$ cat config.mk
export PLATFORM = sky130hd
export DESIGN_NAME = bw_sel_nr_dw_gen
export DESIGN_NICKNAME = d
export VERILOG_FILES = /design/src/rtl/bw_sel_nr_dw_gen.sv
export SDC_FILE = /design/constraint.sdc
export NUM_CORES = 1
export LEC_CHECK = 0
export CORE_ASPECT_RATIO = 1.5
export CORE_MARGIN = 2
export CORE_UTILIZATION = 42
export CTS_BUF_LIST = sky130_fd_sc_hd__clkbuf_16
export CTS_CLUSTER_SIZE = 10
export DETAILED_ROUTE_END_ITERATION = 7
export PLACE_DENSITY = 0.7
export SETUP_SLACK_MARGIN = 0.1
export SLEW_MARGIN = 5
export SYNTH_ARGS = -nofsm -noshare
export SYNTH_HDL_FRONTEND = slang
export SYNTH_SLANG_ARGS = --single-unit
$ cat constraint.sdc
create_clock -name clk -period 1.25 [get_ports clk]
set_input_delay 0.25 -clock clk [delete_from_list [all_inputs] [get_ports clk]]
set_output_delay 0.25 -clock clk [all_outputs]
set_load 0.02 [all_outputs]
$ cat src/rtl/bw_sel_nr_dw_gen.sv
// NR bandwidth selector: per-frame mode capture, antenna strobe generation and
// path-0 interleaving of a delayed path 1 in reduced-bandwidth modes.
module bw_sel_nr_dw_gen #(
  parameter int DATA_W    = 32,
  parameter int NUM_PATH  = 2,
  parameter int BUF_DEPTH = 4
) (
  input  logic                         clk,
  input  logic                         rst,
  input  logic [2:0]                   i_bw_sel,
  input  logic [NUM_PATH-1:0]          i_fram,
  input  logic [NUM_PATH-1:0]          i_xant,
  input  logic [NUM_PATH*DATA_W-1:0]   i_data,
  output logic [NUM_PATH-1:0]          o_fram,
  output logic [NUM_PATH-1:0]          o_xant,
  output logic [NUM_PATH*DATA_W-1:0]   o_data,
  output logic [2:0]                   o_sel_active,
  output logic                         o_sel_err
);

  typedef enum logic [2:0] {
    BW_7M68   = 3'd0,
    BW_15M36  = 3'd1,
    BW_30M72  = 3'd2,
    BW_61M44  = 3'd3,
    BW_122M88 = 3'd4
  } bw_mode_e;

  localparam bit HAS_DL = (NUM_PATH >= 2);

  bw_mode_e                   sel_act;
  bw_mode_e                   sel_next;
  logic [5:0]                 cnt;
  logic                       boundary;
  logic                       bw_legal;
  logic [5:0]                 strobe_mask;
  logic                       strobe;
  logic [DATA_W-1:0]          tail;
  logic [NUM_PATH-1:0]        fram_d;
  logic [NUM_PATH-1:0]        xant_d;
  logic [NUM_PATH*DATA_W-1:0] data_d;

  assign boundary     = &i_fram;
  assign bw_legal     = (i_bw_sel <= 3'd4);
  assign o_sel_active = sel_act;

  // Strobe fires when the low (6 - mode) bits of cnt are all ones.
  assign strobe_mask = 6'h3f >> sel_act;
  assign strobe      = ((cnt & strobe_mask) == strobe_mask);

  generate
    if (HAS_DL) begin : g_dl
      logic [DATA_W-1:0] dl [BUF_DEPTH];
      always_ff @(posedge clk) begin
        if (rst) begin
          for (int i = 0; i < BUF_DEPTH; i++) dl[i] <= '0;
        end else begin
          dl[0] <= i_data[DATA_W +: DATA_W];
          for (int i = 1; i < BUF_DEPTH; i++) dl[i] <= dl[i-1];
        end
      end
      assign tail = dl[BUF_DEPTH-1];
    end else begin : g_no_dl
      assign tail = '0;
    end
  endgenerate

  always_comb begin
    sel_next = sel_act;
    if (boundary) sel_next = bw_legal ? bw_mode_e'(i_bw_sel) : BW_122M88;
  end

  // Outputs are computed from the mode in force this cycle, so a boundary
  // cycle still uses the old mode and the new one starts cleanly next cycle.
  always_comb begin
    fram_d = '0;
    xant_d = '0;
    data_d = '0;
    if (sel_act == BW_122M88) begin
      fram_d = i_fram;
      xant_d = i_xant;
      data_d = i_data;
    end else begin
      fram_d[0]           = i_fram[0];
      xant_d[0]           = strobe;
      data_d[DATA_W-1:0]  = (HAS_DL && cnt[2]) ? tail : i_data[DATA_W-1:0];
    end
  end

  always_ff @(posedge clk) begin
    if (rst) begin
      sel_act   <= BW_122M88;
      cnt       <= '0;
      o_fram    <= '0;
      o_xant    <= '0;
      o_data    <= '0;
      o_sel_err <= 1'b0;
    end else begin
      sel_act   <= sel_next;
      cnt       <= boundary ? 6'd0 : cnt + 6'd1;
      o_fram    <= fram_d;
      o_xant    <= xant_d;
      o_data    <= data_d;
      o_sel_err <= boundary && !bw_legal;
    end
  end

endmodule

# Yosys cells after proc, flatten, opt, wreduce, memory -nomap -nowiden
# Memories as Yosys holds them, arrays and structs flattened.
# Index checks and enable logic that the tools add are counted.
# totals
ff_bits	78
mem_bits_rw	128
in_bits	73
out_inout_bits	72
mem_count	1
# mem_list
memory	depth	width	rd	rd_clocked_by_memory_dff	wr	line	text
g_dl.dl	4	32	4	0	4	53	logic [DATA_W-1:0] dl [BUF_DEPTH];
# classes
n_addsub	1
magnitude_cmp	1
eq_ne	2
n_shift	1
muxes	11
n_bitwise	6
n_reduce_logical	5
# ops
cell	n
32-bit 2-to-1 mux	6
6-bit by 1-bit adder with 6-bit output (second input constant)	1
6-bit bitwise AND	1
6-bit equality test	1
6-bit by 3-bit >> shifter with 6-bit output (first input constant)	1
1-bit 2-to-1 mux	4
1-bit OR	4
2-bit OR reduction	2
3-bit equality test (second input constant)	1
3-bit less-or-equal comparator (second input constant)	1
3-bit 2-to-1 mux	1
2-bit AND reduction	1
1-bit logical AND	1
1-bit logical NOT	1
1-bit inverter	1

# Depth between registers and ports, before layout
# Gate-level depths: netlist of run 1.
# logic_depth
ltp_word	4
mapped_depth	5
mapped_depth_nobuf	4

# Worst setup path before layout of run 1
# Ideal clock, no wire load.
# synth_timing
path_kind	reg-to-reg
start	reg sel_act[2], in the netlist o_sel_active[2]
end	reg o_data[23]
t_arrival_ps	1350
setup_slack_ps	-216
stages_incl_launch_ff	6
path_cell_list	dfxtp_1 -> or3b_4 -> clkbuf_8 -> buf_8 -> nand4b_1 -> o21ai_2
# synth_between
elab_chain_len	2
# synth_rtl
item	line	text
start, declared	31	bw_mode_e sel_act;
start signal, assigned	99	sel_act <= sel_next;
3-bit equality test	79	if (sel_act == BW_122M88) begin
32-bit 2-to-1 mux	79	
end signal, assigned	103	o_data <= data_d;
end, declared	16	output logic [NUM_PATH*DATA_W-1:0] o_data,
# No other way between the ends.
# A chain may end at the register's enable or synchronous reset.

# Final worst setup path of run 1
# layout_timing
start	reg sel_act[2], in the netlist o_sel_active[2]
end	out o_sel_active[2]
# layout_rtl
item	line	text
end, declared	17	output logic [2:0] o_sel_active,
# No word-level cell between the ends.

==> results.md, run 1 <==
- H-Tree Depth: 1
- Simple-gate share of the synthesized area: 26.5%
- Adder-Cell Fraction of Synth Area: 0.200%
- Crit-path slowest cell: dfxtp_4
- #FFs+latches synth: 206
- Initial antenna violation count: 0
- Post-synthesis compound-gate area fraction: 3.76%
- Most common cell in the netlist: dfxtp_1
- Area contributors post-synth: dfxtp_1 (66%), nor2b_1 (16%), nand4b_1 (4.9%), nand2b_1 (3.4%), o21ai_1 (2.1%)
- Setup_tns: -1.60 ns
- Number of I/O pins: 145
- Row cnt: 54
- GR Util All Layers: 14.0%
- Core Box Area: 0.0145 mm2
- Hold_ws: 0.0900 ns
- Avg Cell Area, Syn: 11.6 um2
- Seq pwr share: 49.2%
- Sw Share: 20.5%
- Asr flop ratio synth: 0%
- Fmax: 746 MHz
- Sink Count: 206
- CTS Root Cell: clkbuf_16
- Starting Density: 43.1%
- Power density over cell area: 1610 mW/mm2
- WL final: 11.2 mm
- Crit end category: output pin
- Die width: 104 um
- Die area: 0.0159 mm2
- P_int: 11300 uW
- Hold-fix buffers at CTS: 0
- Xor/xnor cell area share of the yosys netlist: 0.420%
- Netlist cell types: 32
- CP peak stage delay: 0.35 ns
- Vias in the first global route: 3990
- Worst relative slew slack: 74.5%
- N_diodes: 0
- CTS Buf Count: 24
- Worst slew pin tran: 0.382 ns
- Synthesized cell area: 0.00626 mm2
- Tmin final: 1.34 ns
- Syn nets: 614
- Crit path launch type: register
- DR pass1 iterations: 4
- Total power: 14200 uW
- Vias/cell: 4.32
- CTS tree: yes
- GR Overflow Total: 0
- Worst-Skew Late Latency: 0.49 ns
- Antenna-violating nets left: 0
- Period utilisation layout: 107%
- Post-DR wirelength/cell: 12.6 um
- I/O Buffers: 144
- Pleak: 0.00355 uW
- Worst EP arrival: 1.09 ns
- Max Cap Violations: 0
- Kind of critical path: reg -> out
- Status: finished with violations
- Largest net degree at the start of global routing: 50
- Final Hold Vio Count: 0
- Ys flop type: dfxtp_1
- Reg clk slew, reported paths: 0.06 ns
- YS warnings: 0
- Sequential area share after synthesis: 65.9%
- Clock Power Share: 41.9%
- Mux cell area share after synthesis: 0%
- Mapped Cells: 540
- DR DRC count: 0
- Area Overhead vs Synth: 40.9%
- Failing checks: setup timing
- EDFF count, synth: 0
- Vias: 3848
- Max Root-Sink Buffers: 3
- Worst-path fanout max: 4
- Worst slack at placement: -0.0960 ns
- Util after Layout: 60.7%
- Placer Congestion: 0.729
- Synth cell count leaders: dfxtp_1 (206), nor2b_1 (156), nand4b_1 (35), nand2b_1 (34), o21ai_1 (26)
- NetSw: 2910 uW
- Slew Limit Fails: 0
- RSZ-0062 raised after global routing: yes
- Largest family of logic cells by synthesized area: simple AND/OR/NAND/NOR gates
- Worst vdd ir: 932 uV
- Area share of the leading cell type in the synthesized netlist: 65.9%
- Cell accounting for the most synthesized area: dfxtp_1
- Worst path cell trace: buf_4, buf_6
- Hpwl dp: 7.27 mm
- Worst path required time: 1.00 ns
- Worst min path class: in -> reg
- Wire length of the first global-routing pass: 18.7 mm
- Final Skew: 0.00999 ns
- Final setup margin: -0.0908 ns
- Violation count after the first detailed-route iteration: 75
- Share of cells above drive strength 1: 29.4%
- Gate power share: 8.9%
- # nets final: 767
- Chip height: 153 um
- Final setup viols: 33
## timing repair
action	4_1_cts	5_1_grt
resized for setup	498	14
pin swaps	4	4
buffers inserted	0	2
endpoints found under the setup margin	140	140
## worst max-delay path, delay by kind of cell, from the launching register on
| kind | cells | cell delay, ns |
|---|---|---|
| DFF | 1 | 0.35 |
| buffers and inverters | 2 | 0.25 |
## state kept, by name, indices dropped and copies added (netlist names)
name and cells:
g_dl.dl 128, o_xant 2, o_fram 2, cnt 6, o_sel_active 3, o_data 64
o_sel_err 1
## metrics by stage
stage               instances  instance area (um2)
floorplan                 540                 6260
CTS                       888                 8780
global placement          861                 7940
global route              890                 8820
finish                    890                 8820
detailed placement        861                 7940
## logic make-up after synthesis
kind of cell	count (synthesis)
DFF	206
AOI/OAI and AO/OA	41
buffers and inverters	37
adders and majority gates	1
and+or+nand+nor	252
xor gates and xnor gates	3
## per-layer routing
metal	vias up	track usage (%)	part of all wire, %
li1	2023	-	-
met1	1687	15.8	41
met2	116	25.5	50
met3	22	3.07	5.6
met4	0	5.98	2.8
met5	-	0	0
## power by group through the flow
stage          clock network, uW  logic (uW)  registers [uW]
5_1_grt                     6400        1350            7010
4_1_cts                     6110        1260            6990
6_report                    5960        1260            6990
3_5_place_dp                   0        1220            7070
3_3_place_gp                   0        1210            7070
2_1_floorplan                  0         426            7240
## path summary, 6_finish.rpt
kind / end / cells after the start / slack (ns) / from
worst max register to register: o_data[14] / 4 / -0.09 / o_sel_active[2]
worst max-delay path: o_sel_active[2] / 2 / -0.09 / o_sel_active[2]
worst min-delay path: o_fram[0] / 2 / 0.09 / rst
worst min register to register: g_dl.dl[3][8] / 1 / 0.43 / g_dl.dl[2][8]
## cell type report
class / instances / area (um2)
sequential: 206 / 4220
tap: 196 / 245
fill: 1199 / 5710
multi-input combinational: 297 / 1950
inverter: 1 / 3.75
timing repair buffer: 163 / 1740
clock inverter: 2 / 33.8
clock buffer: 25 / 626
## layout by cell type (no fill, tap or decap), types with 2 or more instances in the layout
master           synthesis  layout
inv_1                    1       2
clkbuf_16                0      25
o21ai_0                  3       2
nor2b_2                  0       4
nand2b_1                34      34
o21ai_1                 26      27
o21ai_2                  4       4
nand2_1                  4       4
nand4b_1                35      35
nand3_1                  2       2
xor2_1                   2       2
dfxtp_4                  0       3
dfxtp_1                206     133
buf_4                    0      14
and2b_1                  5       5
nor2b_1                156     152
buf_6                    5      73
nor2_1                   9       8
clkdlybuf4s50_1          0      71
buf_12                   0       5
a21oi_1                  4       4
dfxtp_2                  0      70
nor3b_2                  2       2
(Power assumes the default switching activity.)
==> run 2, diff against run 1 <==
--- a/config.mk
+++ b/config.mk
@@ -11,7 +11,7 @@
 export CTS_BUF_LIST = sky130_fd_sc_hd__clkbuf_16
 export CTS_CLUSTER_SIZE = 10
 export DETAILED_ROUTE_END_ITERATION = 7
-export PLACE_DENSITY = 0.7
+export PLACE_DENSITY = 0.67
 export SETUP_SLACK_MARGIN = 0.1
 export SLEW_MARGIN = 5
 export SYNTH_ARGS = -nofsm -noshare
==> constraint.sdc (replaced) <==
create_clock -name clk -period 1.31 [get_ports clk]
set_input_delay 0.262 -clock clk [delete_from_list [all_inputs] [get_ports clk]]
set_output_delay 0.262 -clock clk [all_outputs]
set_load 0.02 [all_outputs]
==> run 2 against run 1 <==
The run still ends with setup timing left. Largest cell class unchanged. Critical endpoint is now o_data[25]. Setup slack improved by 0.070 ns. Clock skew decreased by 0.0036 ns. Highest routed layer unchanged. Die area is the same.
==> results.md, run 2 (same netlist as run 1, synthesis figures left out) <==
- Status: finished with violations
- Failing checks: setup timing
- CTS tree: yes
- Most frequent cells in the layout: nor2b_1 (148), dfxtp_1 (136), buf_6 (74), clkdlybuf4s50_1 (71), dfxtp_2 (66)
- Most flop-heavy register: g_dl.dl
- Largest net degree at the start of global routing: 72
- Final Hold Vio Count: 0
- Violation count after the first detailed-route iteration: 87
- FF-to-FF Start: o_sel_active[2]
- I/O Buffers: 144
- Wire length of the first global-routing pass: 18.8 mm
- Pleak: 0.00366 uW
- Starting Density: 43.1%
- Period utilisation layout: 102%
- DR pass1 iterations: 4
- Antenna-violating nets left: 0
- Die area: 0.0159 mm2
- Worst-path fanout max: 8
- WL final: 12.9 mm
- Hold_ws: 0.335 ns
- Final setup viols: 25
- Share of cells above drive strength 1: 32.0%
- Chip height: 153 um
- Total power: 13800 uW
- CTS Root Cell: clkbuf_16
- Core Box Area: 0.0145 mm2
- CTS Buf Count: 24
- Max Root-Sink Buffers: 3
- Crit end category: register
- Reg2reg path depth: 3
- NetSw: 2890 uW
- Worst-Skew Late Latency: 0.49 ns
- Setup_tns: -0.229 ns
- RSZ-0062 raised after global routing: yes
- Worst path required time: 1.73 ns
- Placer Congestion: 0.778
- GR Util All Layers: 14.1%
- Power density over cell area: 1520 mW/mm2
- Worst vdd ir: 990 uV
- Post-DR wirelength/cell: 14.4 um
- Vias: 4007
- Largest regs: g_dl.dl (128), o_data (64), cnt (6)
- Vias/cell: 4.46
- Sink Count: 206
- P_int: 10900 uW
- CP startpoint: o_sel_active[2]
- Area Overhead vs Synth: 45.0%
- # nets final: 774
- Kind of critical path: reg -> reg
- Row cnt: 54
- Fmax: 751 MHz
- Max reg flops: 128
- Number of I/O pins: 145
- Worst R2R End: o_data[25]
- Fill cells: 1158
- Most common cell after layout, fill and taps aside: nor2b_1
- Seq pwr share: 48.5%
- Worst min path class: in -> reg
- Final setup margin: -0.0213 ns
- Clock Power Share: 41.6%
- Worst EP arrival: 1.75 ns
- Placed cell area: 0.00790 mm2
- Worst relative slew slack: 81.1%
- Crit path launch type: register
- Setup crit end: o_data[25]
- Final Skew: 0.00642 ns
- Hpwl dp: 7.18 mm
- Max Cap Violations: 0
- DR DRC count: 0
- Sw Share: 21.0%
- Tmin final: 1.33 ns
- Fin area: 0.00907 mm2
- R2r setup slk: -0.02 ns
- Vias in the first global route: 4067
- Initial antenna violation count: 1
- GR Overflow Total: 0
- Die width: 104 um
- Gate power share: 9.9%
- Reg clk slew, reported paths: 0.06 ns
- H-Tree Depth: 1
- Slew Limit Fails: 0
- Worst slew pin tran: 0.283 ns
-- run 2: changes by cell type in the layout (fill, tap and decap cells not counted), moves of 2 or more --
cell | previous run | this run
nor2b_4 | 0 | 8
buf_4 | 14 | 8
clkbuf_16 | 25 | 30
nor2b_2 | 4 | 0
and2_4 | 1 | 4
o21ai_1 | 27 | 17
dfxtp_2 | 70 | 66
o21ai_2 | 4 | 15
or3b_4 | 1 | 3
dfxtp_1 | 133 | 136
nor2b_1 | 152 | 148
-- run 2: through the flow --
step | worst slack, ns | std cells | util (%)
after floorplan | -0.0231 | 540 | -
after global placement | 0.0210 | 855 | 54.4
after detailed placement | -0.0299 | 855 | 54.4
after CTS | -0.0262 | 885 | 59.7
after global routing | -0.0592 | 898 | 62.5
final | -0.0213 | 898 | 62.5
-- run 2: area by class of cell --
cell class | instances | area (um2) | area share (%)
Timing Repair Buffer | 165 | 1840 | 20.3
Clock inverter | 2 | 33.8 | 0.372
Multi-Input combinational cell | 302 | 2100 | 23.1
Antenna cell | 1 | 2.50 | 0.0276
Clock buffer | 25 | 626 | 6.90
Inverter | 1 | 3.75 | 0.0414
Sequential cell | 206 | 4220 | 46.5
Tap cell | 196 | 245 | 2.70
-- run 2: critical path, stage by stage, from the launching register on --
cell     delay, ns
dfxtp_4       0.39
or3b_4        0.48
and2_4        0.26
o21ai_2       0.14
-- run 2: worst min path at each step --
| stage | startpoint | endpoint | slack, ns | cells past startpoint |
|---|---|---|---|---|
| 2_1_floorplan | i_bw_sel[1] | o_sel_err | 0.38 | 2 |
| 3_3_place_gp | g_dl.dl[1][14] | g_dl.dl[2][14] | 0.42 | 1 |
| 3_5_place_dp | g_dl.dl[0][16] | g_dl.dl[1][16] | 0.42 | 1 |
| 4_1_cts | i_data[7] | o_data[7] | 0.31 | 3 |
| 5_1_grt | i_data[50] | g_dl.dl[0][18] | 0.33 | 2 |
| 6_report | i_data[20] | o_data[20] | 0.34 | 3 |
-- run 2: power groups by stage --
stage               registers [uW]  logic (uW)  clock network, uW
floorplan                     6910         407                  0
global placement              6750        1140                  0
detailed placement            6750        1150                  0
CTS                           6660        1180               5900
global route                  6690        1450               6120
finish                        6670        1360               5730
-- run 2: layer usage --
layer / track usage, % / routed length (um)
met5: 0 / 0
met4: 6.56 / 371
met3: 3.84 / 804
met2: 25.2 / 6670
met1: 15.5 / 5050
-- run 2: what timing repair did --
item	CTS	global route
pin swaps	4	22
cloned	1	11
gates resized for setup	460	72
hold endpoints to repair	2	0
setup endpoints to repair	113	132
hold buffers	1	0
setup buffers	1	1
==> run 3, diff against run 2 <==
--- a/config.mk
+++ b/config.mk
@@ -7,11 +7,12 @@
 export LEC_CHECK = 0
 export CORE_ASPECT_RATIO = 1.5
 export CORE_MARGIN = 2
-export CORE_UTILIZATION = 42
+export CORE_UTILIZATION = 49
 export CTS_BUF_LIST = sky130_fd_sc_hd__clkbuf_16
 export CTS_CLUSTER_SIZE = 10
 export DETAILED_ROUTE_END_ITERATION = 7
-export PLACE_DENSITY = 0.67
+export HOLD_SLACK_MARGIN = 0.08
+export PLACE_DENSITY = 0.77
 export SETUP_SLACK_MARGIN = 0.1
 export SLEW_MARGIN = 5
 export SYNTH_ARGS = -nofsm -noshare
==> run 3 against run 2 <==
Count of clock-buffer cells in the layout is the same. Non-clock buffer count down 9. Clock power fell by 2%. Core utilization rose by 6.6 points. Largest power group unchanged. Die area is 14% lower. Combinational power is 16% lower. Setup slack got worse by 0.021 ns. Flip-flop and latch count unchanged. The flow still finishes with violations (setup timing). Global-route usage is 1.9 points higher. Critical path type unchanged. Register-to-register slack lost 0.02 ns. Total power down 2.3%. Sequential share of layout area is 2.2 points higher.
==> results.md, run 3 (same netlist as run 1, synthesis figures left out) <==
- Chip height: 142 um
- Crit path launch type: register
- Initial antenna violation count: 0
- Met3 Usage GRT: 3.02%
- Worst min path class: in -> reg
- Final Skew: 0.0158 ns
- Share of cells above drive strength 1: 24.4%
- Fin area: 0.00859 mm2
- CTS tree: yes
- GRT Max-Usage Layer: met2
- Max Cap Violations: 0
- Vias: 3889
- Worst slew pin tran: 0.255 ns
- Status: finished with violations
- Max reg flops: 128
- Placer Congestion: 0.765
- Worst vdd ir: 1430 uV
- Global routing usage on met2: 27.3%
- Vias/cell: 4.61
- Final setup viols: 1
- Hold_ws: 0.339 ns
- Die width: 96.3 um
- CP startpoint: o_sel_active[2]
- Kind of critical path: reg -> reg
- FF-to-FF Start: o_sel_active[2]
- GR Overflow Total: 0
- Slew Limit Fails: 0
- Placed Cells: 813
- Final setup margin: -0.0424 ns
- Die area: 0.0137 mm2
- I/O Buffers: 144
- Wire length of the first global-routing pass: 17.8 mm
- Hold path depth: 3
- Hpwl dp: 7.06 mm
- Violation count after the first detailed-route iteration: 86
- Final Hold Vio Count: 0
- DR pass1 iterations: 4
- Largest regs: g_dl.dl (128), o_data (64), cnt (6)
- Vias in the first global route: 3900
- Most flop-heavy register: g_dl.dl
- Row cnt: 50
- CTS Root Cell: clkbuf_16
- Pleak: 0.00349 uW
- Worst hold start: i_data[6]
- Most common cell after layout, fill and taps aside: dfxtp_1
- Starting Density: 50.3%
- Worst-path fanout max: 33
- CTS Buf Count: 24
- Placed cell area: 0.00782 mm2
- Worst path required time: 1.66 ns
- Core Box Area: 0.0124 mm2
- Reg2reg path depth: 4
- Fill cells: 903
- Util after Layout: 69.0%
- # nets final: 761
- Multi-input gate area: 0.00194 mm2
- Worst relative slew slack: 83.0%
- Max Root-Sink Buffers: 3
- Most frequent cells in the layout: dfxtp_1 (157), nor2b_1 (156), clkdlybuf4s50_1 (71), buf_6 (55), dfxtp_2 (47)
- Largest net degree at the start of global routing: 76
- Antenna-violating nets left: 0
- Number of I/O pins: 145
- RSZ-0062 raised after global routing: yes
- Worst EP arrival: 1.71 ns
- Layout Cells excl Fill: 844
- DR DRC count: 0
- Met1 GRT Util: 19.6%
- Period utilisation layout: 103%
- Failing checks: setup timing
- H-Tree Depth: 1
- Fmax: 739 MHz
- Power density over cell area: 1560 mW/mm2
- Sink Count: 206
- Area Overhead vs Synth: 37.4%
- WL final: 11.1 mm
- Worst-Skew Late Latency: 0.49 ns
- Post-DR wirelength/cell: 13.1 um
- FF+latch area: 0.00419 mm2
- Reg clk slew, reported paths: 0.05 ns
- GR Util All Layers: 16.0%
- Total power: 13400 uW
- N_diodes: 0
- Tmin final: 1.35 ns
- Crit end category: register
## run 3: critical path: stages, from the launching register on
cell and delay [ns]:
dfxtp_4 0.36, or3b_4 0.43, buf_12 0.19, nand4b_1 0.13
o21ai_1 0.10
## run 3: metal layers
layer  wire [um]  vias to the layer above
li1            -                     2018
met1        4590                     1722
met2        5460                      126
met3         752                       23
met4         270                        0
met5           0                        -
## run 3: area by class of cell
type | count | share of cell area (%)
clock inverter | 2 | 0.393
multi-input combinational | 298 | 22.6
timing repair buffer | 156 | 18.7
clock buffer | 25 | 7.28
inverter | 1 | 0.0437
sequential | 206 | 48.8
tap | 156 | 2.27
## run 3: repair_timing
action,CTS,global route
setup buffers,1,1
pin swaps,12,6
hold endpoints to repair,3,0
hold buffers,1,0
gates resized for setup,385,77
endpoints found under the setup margin,139,119
cloned,1,0
## run 3: power breakdown
| part | leakage [uW] | switching [uW] | internal (uW) |
|---|---|---|---|
| Clock | 0.000328 | 2110 | 3520 |
| Combinational | 0.00145 | 509 | 634 |
| Sequential | 0.00171 | 94.4 | 6570 |
| Total | 0.00349 | 2720 | 10700 |
## run 3: per-stage QoR
stage          setup TNS, ns  setup slack, ns
2_1_floorplan         -0.313          -0.0231
3_3_place_gp         -0.0252          -0.0223
3_5_place_dp          -0.649           -0.113
4_1_cts              -0.0266          -0.0202
5_1_grt               -0.329          -0.0577
6_report             -0.0424          -0.0424
## run 3: path summary, 6_finish.rpt
path,endpoint,slack [ns]
worst min-delay path,o_data[6],0.34
worst max register to register,o_data[14],-0.04
worst max-delay path,o_data[14],-0.04
worst min register to register,g_dl.dl[1][3],0.43
